$ cat config.mk
export PLATFORM = sky130hd
export DESIGN_NAME = gand
export DESIGN_NICKNAME = d
export VERILOG_FILES = /design/src/rtl/gand.sv
export SDC_FILE = /design/constraint.sdc
export NUM_CORES = 1
export LEC_CHECK = 0
export ABC_AREA = 1
export ABC_CLOCK_PERIOD_IN_PS = 1700
export BUFFER_PORTS_ARGS = -buffer_cell sky130_fd_sc_hd__clkbuf_2
export CAP_MARGIN = 0
export CORE_MARGIN = 5
export CORE_UTILIZATION = 52
export CTS_BUF_LIST = sky130_fd_sc_hd__clkbuf_16
export CTS_CLUSTER_SIZE = 25
export DETAILED_ROUTE_END_ITERATION = 12
export PLACE_DENSITY = 0.85
export SKIP_CTS_REPAIR_TIMING = 1
export SLEW_MARGIN = 20
export SYNTH_ARGS = -nofsm -noshare
export SYNTH_HDL_FRONTEND = slang
export SYNTH_SLANG_ARGS = --single-unit
$ cat constraint.sdc
create_clock -name clk -period 1.7 [get_ports clk]
set_input_delay 0.17 -clock clk [delete_from_list [all_inputs] [get_ports clk]]
set_output_delay 0.17 -clock clk [all_outputs]
set_load 0.1 [all_outputs]
$ cat src/rtl/gand.sv
// rtl/gand.sv - bitwise AND gate with registered output and saturating high-cycle counter
module gand #(
  parameter int WIDTH     = 1,
  parameter int CNT_WIDTH = 16
) (
  input  logic                 clk,
  input  logic                 rst,
  input  logic [WIDTH-1:0]     a,
  input  logic [WIDTH-1:0]     b,
  output logic [WIDTH-1:0]     y,
  output logic [WIDTH-1:0]     y_q,
  output logic [CNT_WIDTH-1:0] hi_cnt,
  output logic                 hi_sat
);

  logic [WIDTH-1:0]     y_d;
  logic [CNT_WIDTH-1:0] cnt_q;
  logic [CNT_WIDTH-1:0] cnt_d;

  assign y   = a & b;
  assign y_d = y;

  // Counter freezes at all-ones rather than wrapping.
  always_comb begin
    cnt_d = cnt_q;
    if ((&y) && !hi_sat) begin
      cnt_d = cnt_q + CNT_WIDTH'(1);
    end
  end

  always_ff @(posedge clk) begin
    if (rst) begin
      y_q   <= '0;
      cnt_q <= '0;
    end else begin
      y_q   <= y_d;
      cnt_q <= cnt_d;
    end
  end

  assign hi_cnt = cnt_q;
  assign hi_sat = (cnt_q == {CNT_WIDTH{1'b1}});

endmodule

==> flow_summary.toml <==
[grt]
antenna_found_initial = 0
grt_max_degree = 16
grt-ovfl-total = 0
grt_pass1_vias = 978
grt_pass1_wl_um = 4140
grt_usage_pct = 19.0

[routing]
routed_via_density = 4.97
dr_total_vias = 1089
drtAntennaViolNets = 0
drt-wirelength-per-cell_um = 11.4
routed_wl_um = 2490
drc_errors = 0
dr.pass1.iters = 4
first_iter_violations = 12

[final_layout]
diodes = 0
drive_above_1_share_pct = 31.8
final_cells = 219
areaGrowthSynthToFinish_pct = 31.6
nNetsFinal = 198
ff_latch_area_um2 = 388
final_cell_mix = "46 x nand2_1, 42 x nor2_1, 21 x clkbuf_2"
multi_input_area_um2 = 611
mostFrequentLayoutCell = "nand2_1"
fillers = 162

[critical_path]
crit_type = "flop to primary output"
required_ns = 1.53
cp-end-kind = "primary output"
regToRegSetupSlack_ns = 0.25
cp_max_fo = 7
crit_arrival_ns = 1.46
critPathLaunchType = "flop"

[sta]
slew_headroom_pct = 63.9
max_freq_mhz = 615
rsz0062_at_grt = "no"
fin_crit_ns = 1.63
worst_slack_ns = 0.0745
finClkSkew_ns = 0.00286
slew_violations = 0
post-route-period-util_pct = 95.6
setup_viol = 0
hold_viol_final = 0
tns_ns = 0
tightest_slew_ns = 0.544

[clock_tree]
clkSinkCount = 17
root_buffer = "clkbuf_16"
h-tree-depth = 1
cts_buffer_depth = 2
cts_inserted_buffers = 3
clk_pin_slew_ns = 0.05
clock_latency_ns = 0.25
cts_tree = "done"

[synth]
syn_area_um2 = 1020
synth_cell_types = 20
synth_area_per_cell_um2 = 6.29
synth_top_cell_by_area = "dfxtp_1"
synth-seq-cells = 17
ys_warn_count = 0
syn_inst = 163
synth_top_area_share_pct = 33.2
synth_area_leaders = "dfxtp_1 33%, nand2_1 17%, nor2_1 15%"
seq_area_frac_synth_pct = 33.2
synth.net_count = 168

[outcome]
outcome = "finished, final reports clean"

[floorplanning]
io-pin-count = 23
fp.dieArea_um2 = 2960
start_util_pct = 53.3
coreArea_um2 = 1920
die_h_um = 54.4
rows = 16
dieWidth_um = 54.4

[place]
place.gp.congestion = 0.793
dp_worst_setup_slack_ns = 0.308
hpwl_um = 1780
dp.cells = 210
portBuffers = 22

[power]
ir_drop_mv = 0.496
leakagePower_nw = 0.639
power_density_nw_per_um2 = 807
total_power_mw = 1.09

[min_path]
min_path_type = "input port to flop"

[run]
cap_viol_max_count = 0
==> worst paths after layout <==
path                                              from                 endpoint  depth (start not counted)
worst max-delay path            hi_cnt[9]$_SDFFE_PP0P_                   hi_sat                          5
worst min-delay path                               rst   hi_cnt[3]$_SDFFE_PP0P_                          2
worst max register to register  hi_cnt[9]$_SDFFE_PP0P_  hi_cnt[10]$_SDFFE_PP0P_                          7
worst min register to register  hi_cnt[3]$_SDFFE_PP0P_   hi_cnt[3]$_SDFFE_PP0P_                          2
==> through the flow <==
step                      utilization [%]  hold slack, ns  instance area (um^2)
after floorplan                         -           0.225                  1100
after global placement               64.1           0.355                  1230
after detailed placement             64.1           0.363                  1230
after CTS                            68.2           0.111                  1310
after global routing                 70.2           0.111                  1350
final                                70.2           0.111                  1350
==> cell families (layout without fill, tap and decap cells) <==
family | after synthesis | count (layout) | synth area share (%)
fa+ha+maj | 1 | 1 | 1.22
xor+xnor | 6 | 6 | 5.13
flops | 17 | 17 | 33.2
simple gates | 111 | 111 | 47.4
compound gates | 7 | 7 | 3.78
buf+inv | 21 | 50 | 9.28
==> cells in the mapped netlist, drive strengths merged <==
master  count
a21oi       6
buf         2
dfxtp      17
ha          1
inv        19
nand2      51
nand3      12
nand4       3
nor2       45
o21ai       1
xnor2       1
xor2        5
==> sequential cells by signal (all words and copies together), names as in the netlist <==
signal  flops
hi_cnt     16
y_q         1
==> routing by layer <==
metal	wire [um]	global-route usage (%)
met3	141	4.09
met2	1250	34.1
met1	1070	22.5
met5	0	0
met4	32	5.39
==> power breakdown <==
group | leakage (nW) | switching (mW) | internal, mW
Combinational | 0.448 | 0.165 | 0.0367
Clock | 0.0423 | 0.149 | 0.312
Sequential | 0.149 | 0.0196 | 0.406
==> worst max-delay path, cell delays in order, from the launching register on <==
cell        delay [ns]
dfxtp_4           0.36
nand2_1           0.08
nor2_1            0.25
nand4_4           0.21
clkinvlp_4        0.14
buf_12            0.17
==> layout make-up <==
type | count | share of cell area, %
Multi-Input combinational cell | 125 | 45.3
Timing Repair Buffer | 27 | 12.1
Sequential cell | 17 | 28.8
Tap cell | 27 | 2.50
Inverter | 19 | 5.57
Clock inverter | 1 | 0.278
Clock buffer | 3 | 5.57
No activity file was read; power rests on OpenSTA's default activity.
